## src/rtl/commit_stage.sv

```systemverilog
// Writeback/commit stage: register file, F1/F2 flags, PC, branch redirect.
// Ports: clock/reset, in_valid/in_ready handshake, ALU results in, read ports out.
module commit_stage #(
  parameter int          NREGS        = 16,
  parameter int          AW           = 4,
  parameter logic [31:0] RESET_PC     = 32'h0000_0000,
  parameter int          FLUSH_CYCLES = 2
) (
  input  logic          clock,
  input  logic          reset,
  input  logic          in_valid,
  output logic          in_ready,
  input  logic [5:0]    instr,
  input  logic [AW-1:0] rd,
  input  logic [31:0]   C,
  input  logic          F3,
  input  logic          addrch,
  input  logic [31:0]   naddr,
  input  logic [AW-1:0] rs_a,
  input  logic [AW-1:0] rs_b,
  output logic [31:0]   rd_a,
  output logic [31:0]   rd_b,
  output logic [31:0]   reg8,
  output logic          F1,
  output logic          F2,
  output logic [31:0]   pc,
  output logic          redirect,
  output logic [31:0]   redirect_pc
);

  typedef enum logic {
    RUN   = 1'b0,
    FLUSH = 1'b1
  } state_e;

  state_e      state_q, state_d;
  logic [2:0]  cnt_q, cnt_d;

  logic [31:0] regs_q [NREGS];
  logic [31:0] regs_d [NREGS];
  logic        f1_q, f1_d;
  logic        f2_q, f2_d;
  logic [31:0] pc_q, pc_d;
  logic        redirect_q, redirect_d;
  logic [31:0] redirect_pc_q, redirect_pc_d;

  logic        accept;
  logic        is_wr;
  logic        is_flag;
  logic        is_br;
  logic        wr_en;
  logic        taken;

  assign accept = in_valid & in_ready;

  // opcode classes; 6,7 and >=16 fall through as no-ops
  always_comb begin
    is_wr   = 1'b0;
    is_flag = 1'b0;
    is_br   = 1'b0;
    unique case (1'b1)
      (instr <= 6'd5):                    is_wr   = 1'b1;
      (instr >= 6'd8 && instr <= 6'd13):  is_flag = 1'b1;
      (instr == 6'd14 || instr == 6'd15): is_br   = 1'b1;
      default: ;
    endcase
  end

  assign wr_en = accept & is_wr & (rd != '0);
  assign taken = accept & is_br & addrch;

  // state register
  always_ff @(posedge clock) begin
    if (reset) begin
      state_q <= RUN;
      cnt_q   <= 3'd0;
    end else begin
      state_q <= state_d;
      cnt_q   <= cnt_d;
    end
  end

  // next state
  always_comb begin
    state_d = state_q;
    cnt_d   = cnt_q;
    unique case (state_q)
      RUN: begin
        if (taken) begin
          state_d = FLUSH;
          cnt_d   = 3'(FLUSH_CYCLES);
        end
      end
      FLUSH: begin
        if (cnt_q <= 3'd1) begin
          state_d = RUN;
          cnt_d   = 3'd0;
        end else begin
          cnt_d = cnt_q - 3'd1;
        end
      end
      default: begin
        state_d = RUN;
        cnt_d   = 3'd0;
      end
    endcase
  end

  // outputs of the FSM
  always_comb begin
    in_ready = (state_q == RUN);
  end

  // architectural state update
  always_comb begin
    regs_d        = regs_q;
    f1_d          = f1_q;
    f2_d          = f2_q;
    pc_d          = pc_q;
    redirect_d    = taken;
    redirect_pc_d = redirect_pc_q;
    if (wr_en) begin
      regs_d[rd] = C;
    end
    if (accept) begin
      if (is_flag) begin
        f2_d = f1_q;
        f1_d = F3;
      end
      if (taken) begin
        pc_d          = naddr;
        redirect_pc_d = naddr;
      end else begin
        pc_d = pc_q + 32'd4;
      end
    end
  end

  always_ff @(posedge clock) begin
    if (reset) begin
      regs_q        <= '{default: '0};
      f1_q          <= 1'b0;
      f2_q          <= 1'b0;
      pc_q          <= RESET_PC;
      redirect_q    <= 1'b0;
      redirect_pc_q <= 32'd0;
    end else begin
      regs_q        <= regs_d;
      f1_q          <= f1_d;
      f2_q          <= f2_d;
      pc_q          <= pc_d;
      redirect_q    <= redirect_d;
      redirect_pc_q <= redirect_pc_d;
    end
  end

  // write-first read ports; index 0 is hardwired zero
  always_comb begin
    rd_a = regs_q[rs_a];
    if (rs_a == '0) begin
      rd_a = 32'd0;
    end else if (wr_en && rd == rs_a) begin
      rd_a = C;
    end
    rd_b = regs_q[rs_b];
    if (rs_b == '0) begin
      rd_b = 32'd0;
    end else if (wr_en && rd == rs_b) begin
      rd_b = C;
    end
    reg8 = regs_q[8];
    if (wr_en && rd == AW'(8)) begin
      reg8 = C;
    end
  end

  assign F1          = f1_q;
  assign F2          = f2_q;
  assign pc          = pc_q;
  assign redirect    = redirect_q;
  assign redirect_pc = redirect_pc_q;

endmodule

```

## config.mk

```make
export PLATFORM = sky130hd
export DESIGN_NAME = commit_stage
export DESIGN_NICKNAME = d
export VERILOG_FILES = /design/src/rtl/commit_stage.sv
export SDC_FILE = /design/constraint.sdc
export NUM_CORES = 2
export LEC_CHECK = 0
export ABC_CLOCK_PERIOD_IN_PS = 2150
export CAP_MARGIN = 0
export CORE_UTILIZATION = 30
export CTS_BUF_LIST = sky130_fd_sc_hd__clkbuf_4
export DETAILED_ROUTE_END_ITERATION = 8
export PLACE_DENSITY_LB_ADDON = 0.08
export SYNTH_ARGS = -nofsm -noshare
export SYNTH_HDL_FRONTEND = slang
export SYNTH_SLANG_ARGS = --single-unit
```

## constraint.sdc

```tcl
create_clock -name clock -period 2.15 [get_ports clock]
set_clock_uncertainty 0.1 [all_clocks]
set_input_delay 0.215 -clock clock [delete_from_list [all_inputs] [get_ports clock]]
set_output_delay 0.215 -clock clock [all_outputs]
set_load 0.01 [all_outputs]
```

# Word level (Yosys, flattened, before mapping)
# Cells that the tools add are included.
dict set report op_classes {
  n_addsub 2
  n_mul 0
  n_div 0
  order_cmp 8
  n_eq_ne 6
  n_shift 0
  n_mux 24
  n_bitwise 9
  n_reduce_logical 11
}
# operator count
set op_table {}
lappend op_table {{$bwmux W512} 1}
lappend op_table {{$mux W32} 11}
lappend op_table {{$bmux W32 S4} 2}
lappend op_table {{$demux W32 S4} 1}
lappend op_table {{$add A32 B3 Y32 const B} 1}
lappend op_table {{$ge A5 B5 Y1 const B} 3}
lappend op_table {{$not A4 Y5} 3}
lappend op_table {{$eq A6 B4 Y1 const B} 2}
lappend op_table {{$eq A4 B4 Y1} 2}
lappend op_table {{$logic_not A4 Y1} 2}
lappend op_table {{$ge A6 B4 Y1 const B} 1}
lappend op_table {{$le A6 B3 Y1 const B} 1}
lappend op_table {{$le A6 B4 Y1 const B} 1}
lappend op_table {{$mux W3} 2}
lappend op_table {{$pmux W3 S2} 1}
lappend op_table {{$and A1 B1 Y1} 5}
lappend op_table {{$logic_and A1 B1 Y1} 5}
lappend op_table {{$lt A5 B1 Y1 const B} 1}
lappend op_table {{$mux W1} 5}
lappend op_table {{$eq A4 B4 Y1 const B} 1}
lappend op_table {{$reduce_and A2 Y1} 2}
lappend op_table {{$reduce_bool A4 Y1} 1}
lappend op_table {{$le A3 B1 Y1 const B} 1}
lappend op_table {{$sub A3 B1 Y3 const B} 1}
lappend op_table {{other kinds (4)} 4}
dict set report word_totals {
  reg_bits 583
  latchBits 0
  mem_bits_rw 0
  mem_bits_ro 0
  in_bits 87
  wordCells 83
  n_memories 0
}

# Logic depth before layout (Yosys ltp)
dict set report depth {
  word_depth 7
  depth_mapped 9
  mapped_depth_nobuf 6
}

# Worst setup path before layout
# Ideal clock, no wire load.
dict set report synth_timing {
  path_kind {input -> output}
  from {in rs_b[3]}
  to {out rd_b[10]}
  t_arrival_ns 2.091
  required_ns 1.835
  path_slack_ns -0.256
  cell_stages 8
  n_path_buf 4
  path_cell_list {clkbuf_1 > buf_2 > buf_2 > clkbuf_1 > mux4_2 > a211oi_1 > a21oi_1 > a22o_1}
}
dict set report synth_between {
  elab_chain_len 6
  elab_cells_between_ends 9
}
# element line
set synth_rtl {}
lappend synth_rtl {{from (decl)} 20} ;# input logic [AW-1:0] rs_b,
lappend synth_rtl {{$not A4 Y5 (not written as such)} 165} ;# rd_b = regs_q[rs_b];
lappend synth_rtl {{$bmux W32 S4} 165}
lappend synth_rtl {{$mux W32 (not written as such) (2 in series)} 165}
lappend synth_rtl {{$mux W32} 168} ;# end else if (wr_en && rd == rs_b) begin
lappend synth_rtl {{$mux W32 *} 166} ;# if (rs_b == '0) begin
lappend synth_rtl {{to (decl)} 22} ;# output logic [31:0] rd_b,
# Mark *: on every way between the ends. The rest lies on a longest branch, timed or not. The select of a mux whose other input is x is not followed.

# Final worst setup path
dict set report layout_timing {
  from {reg state_q}
  to {out reg8[11]}
}
dict set report layout_between {
  elab_chain_len 6
}
# element line
set layout_rtl {}
lappend layout_rtl {{from (decl)} 36} ;# state_e state_q, state_d;
lappend layout_rtl {{from (signal assigned)} 78} ;# state_q <= state_d;
lappend layout_rtl {{$not A1 Y1} n/a}
lappend layout_rtl {{$and A1 B1 Y1} 54} ;# assign accept = in_valid & in_ready;
lappend layout_rtl {{$and A1 B1 Y1 (2 in series)} 69} ;# assign wr_en = accept & is_wr & (rd != '0);
lappend layout_rtl {{$logic_and A1 B1 Y1} 172} ;# if (wr_en && rd == AW'(8)) begin
lappend layout_rtl {{$mux W32} 172}
lappend layout_rtl {{to (decl)} 23} ;# output logic [31:0] reg8,
# No other way between the ends.

==> flow_summary.yaml <==
timing:
  timing.final.max_slew_violations: 0
  worst_pin_slew_ns: 0.895
  setup_viol: 513
  post-route-min-period_ns: 3.56
  setup_repair_after_global_routing_missed_its_margin: "true"
  hold_viol: 0
  post-route-period-util_pct: 166
  achievable-frequency_ghz: 0.281
  slew_limit_headroom_pct: 40.1
  post-route-worst-setup-slack_ns: -1.41
clocking:
  clock_latency_ns: 1.06
  cts_inserted_buffers: 179
  cts.clk_slew.worst_paths_ns: 0.06
  clockBufferDepth: 3
  clockRootBuffer: "sky130_fd_sc_hd__clkbuf_4"
  cts_htree_levels: 4
  cts_tree: "done"
  tritoncts_num_sinks: 583
worst_setup_path:
  required_time_of_the_critical_path_ns: 1.84
  timing.critical_path.slowest_stage_cell: "sky130_fd_sc_hd__or4b_4"
  timing.rr.start: "state_q$_SDFF_PP0_"
  critical_path_peak_fanout: 8
  regToRegSetupSlack_ns: -0.26
  setup.worst_path.class: "reg2out"
  end_kind: "output port"
  cell_family_with_the_largest_share_of_critical_path_delay: "simple AND/OR/NAND/NOR gates"
  slowest_delay_ns: 0.52
  crit_buf_inv: 4
  worst-endpoint-arrival_ns: 3.25
  reg2reg_depth: 8
  crit-reg2reg-capture: "regs_q[240]$_SDFFE_PP0N_"
  timing.critical_path.cells: "or4b_4 > nor4_4 > buf_4 > nand2_8 > buf_16 > buf_6 > mux2_4 > buf_6"
  cp_common_cell: "sky130_fd_sc_hd__buf_6"
  crit_path_start_kind: "flip-flop"
routing:
  wl_mm: 137
  detail_route.first_pass.iterations: 6
  detailedRoute.firstIterationViolations: 2688
  vias_per_cell: 5.42
  remaining_drc_errors: 0
  num_vias: 29000
  antenna_violating_nets_post_route: 0
  avgRoutedWirePerCell_um: 25.5
min_path:
  endpoint_with_the_worst_hold_slack: "redirect$_SDFF_PP0_"
  hold_path.class: "in2reg"
  worst_hold_startpoint: "instr[5]"
  holdPathStages: 5
yosys:
  post_synth.cell_area_avg_sq_um: 8.98
  yosys.cell_types.count: 56
  synth_enable_flop_cells: 0
  yosys.area.top_type_share_pct: 38.9
  mappedNetlistArea_sq_um: 30000
  yosys_warnings: 0
  yosys-top-cells-count: "994 x sky130_fd_sc_hd__nand2_1, 583 x sky130_fd_sc_hd__dfxtp_1, 568 x sky130_fd_sc_hd__a21oi_1"
  synthesis.nets: 3431
  sequential_element_share_of_the_synthesized_area_pct: 38.9
  syn-instance-count: 3341
  dominantRegCellSynth: "sky130_fd_sc_hd__dfxtp_1"
  yosys.cell_count.top_type: "sky130_fd_sc_hd__nand2_1"
  synth.top_cells.by_area: "sky130_fd_sc_hd__dfxtp_1 39%, sky130_fd_sc_hd__mux4_2 19%, sky130_fd_sc_hd__nand2_1 12%"
  top_cell_type_by_total_area_after_synthesis: "sky130_fd_sc_hd__dfxtp_1"
  asyncSetResetFlopFracSynth_pct: 0
  postSynthRegisterBits: 583
place:
  final_replace_weighted_congestion: 0.826
  placedInstanceArea_sq_um: 36600
  hpwlAfterDp_mm: 80.2
  place.port_buffers: 249
grt:
  grt_pass1_wl_mm: 195
  grt_overflow: 0
  grt_pass1_vias: 29100
  antenna_found_initial: 6
  grt_start_max_net_pins: 53
  grt_util_all_layers_pct: 26.1
run:
  max_cap_viol_count: 0
die:
  initial_core_util_pct: 30.4
  fp-row-count: 115
  fp.dieH_um: 318
  die_area_sq_um: 101000
  floorplan.io_pins: 251
  core_area_sq_um: 98700
  die_x_um: 318
final_layout:
  filler_cell_count: 9722
  nets: 4044
  register_cell_area_after_layout_sq_um: 11700
  post-route-cell-area_sq_um: 41400
  multi_input_comb_area_sq_um: 17300
  layout-drive-gt1-share_pct: 31.2
  layout-area-overhead-vs-synth_pct: 38.1
pwr:
  p_per_area_nw_per_um2: 582
  total_power_mw: 24.1
  total_leakage_power_nw: 15.1
  worst_voltage_drop_across_the_vdd_grid_mv: 0.431
status:
  failed_checks: "negative setup slack"
  outcome: "complete, but fails checks"
==> metal layers <==
layer / part of all wire [%] / track usage (%) / vias up
li1: - / - / 13100
met5: 0.0088 / 0 / -
met3: 7.0 / 5.03 / 255
met2: 47 / 43.0 / 1118
met4: 3.7 / 10.5 / 2
met1: 42 / 33.6 / 14500
==> worst min-delay path, cell delays in order <==
cell	delay, ns
sky130_fd_sc_hd__clkdlybuf4s50_1	0.48
sky130_fd_sc_hd__buf_4	0.14
sky130_fd_sc_hd__or4_4	0.13
sky130_fd_sc_hd__buf_12	0.14
sky130_fd_sc_hd__nor2_1	0.05
==> cell type report <==
type	instances	share of cell area, %
Antenna cell	9	0.0543
Clock buffer	243	4.40
Clock inverter	42	0.664
Inverter	8	0.0725
Multi-Input combinational cell	2391	41.7
Sequential cell	583	28.2
Tap cell	1287	3.89
Timing Repair Buffer	791	21.0
==> worst max-delay path by stage <==
stage               slack [ns]                       end          startpoint  cells past startpoint
finish                   -1.41                  reg8[11]  state_q$_SDFF_PP0_                      8
global route             -1.54                  rd_a[16]  state_q$_SDFF_PP0_                     12
CTS                      -1.55                   reg8[5]  state_q$_SDFF_PP0_                      7
detailed placement       -1.03                  rd_a[13]               rd[1]                      9
global placement         -0.97                   rd_a[5]               rd[1]                      9
floorplan                -0.16  regs_q[224]$_SDFFE_PP0N_  state_q$_SDFF_PP0_                      8
==> through the flow <==
| step | setup TNS (ns) | hold slack [ns] | cells | setup slack (ns) | util (%) |
|---|---|---|---|---|---|
| final | -168.19 | 0.0491 | 5354 | -1.41 | 42.0 |
| after global routing | -224.57 | 0.00486 | 5351 | -1.54 | 42.0 |
| after detailed placement | -336.29 | 0.345 | 4895 | -1.03 | 37.1 |
| after floorplan | -15.45 | 0.251 | 3341 | -0.156 | - |
| after global placement | -329.74 | 0.342 | 4895 | -0.975 | 37.1 |
| after CTS | -290.30 | 0.00761 | 5339 | -1.55 | 41.4 |
==> what timing repair did <==
| item | CTS | global route |
|---|---|---|
| hold buffers | 70 | 0 |
| setup buffers | 62 | 23 |
| hold endpoints to repair | 583 | 0 |
| endpoints found under the setup margin | 648 | 658 |
| gates cloned | 29 | 12 |
| pin swaps | 32 | 53 |
| gates resized for setup | 586 | 194 |
==> flip-flops by register name, summed over array words and instances, names as in the netlist <==
| name | count |
|---|---|
| regs_q | 512 |
| pc | 32 |
| redirect_pc | 32 |
| cnt_q | 3 |
| F1 | 1 |
| F2 | 1 |
| redirect | 1 |
| state_q | 1 |
==> power breakdown <==
| group | total, mW | internal, mW | switching (mW) |
|---|---|---|---|
| clock network | 10.8 | 5.61 | 5.19 |
| registers | 10.8 | 10.8 | 0.0186 |
| logic | 2.47 | 1.09 | 1.39 |
| total | 24.1 | 17.5 | 6.60 |
==> logic make-up after synthesis <==
kind of cell	after synthesis	share of synthesized area, %
AND/OR/NAND/NOR	1259	18.0
buffers and inverters	367	5.21
adder cells (fa/ha/maj)	3	0.125
XOR/XNOR	9	0.263
flip-flops	583	38.9
multiplexers	353	23.0
AO/OA/AOI/OAI	767	14.6
==> cell usage in the layout, fill, tap and decap left out, types with 11 or more instances in the layout <==
cell type	n
sky130_fd_sc_hd__a22o_1	65
sky130_fd_sc_hd__buf_6	79
sky130_fd_sc_hd__dlygate4sd3_1	70
sky130_fd_sc_hd__clkbuf_4	243
sky130_fd_sc_hd__dfxtp_1	571
sky130_fd_sc_hd__o21ai_0	22
sky130_fd_sc_hd__a211oi_1	68
sky130_fd_sc_hd__dfxtp_2	11
sky130_fd_sc_hd__buf_2	83
sky130_fd_sc_hd__clkinv_1	31
sky130_fd_sc_hd__nand3_1	21
sky130_fd_sc_hd__clkdlybuf4s50_1	112
sky130_fd_sc_hd__nor2_1	17
sky130_fd_sc_hd__nand2_1	966
sky130_fd_sc_hd__nor2b_1	127
sky130_fd_sc_hd__buf_16	18
sky130_fd_sc_hd__mux4_2	256
sky130_fd_sc_hd__a21oi_1	538
sky130_fd_sc_hd__mux2i_1	65
sky130_fd_sc_hd__nand4_1	12
sky130_fd_sc_hd__mux2_4	30
sky130_fd_sc_hd__nand2_4	16
sky130_fd_sc_hd__buf_12	116
sky130_fd_sc_hd__nand2_2	12
sky130_fd_sc_hd__buf_4	277
sky130_fd_sc_hd__a21oi_2	30
No activity file was read; power rests on OpenSTA's default activity.
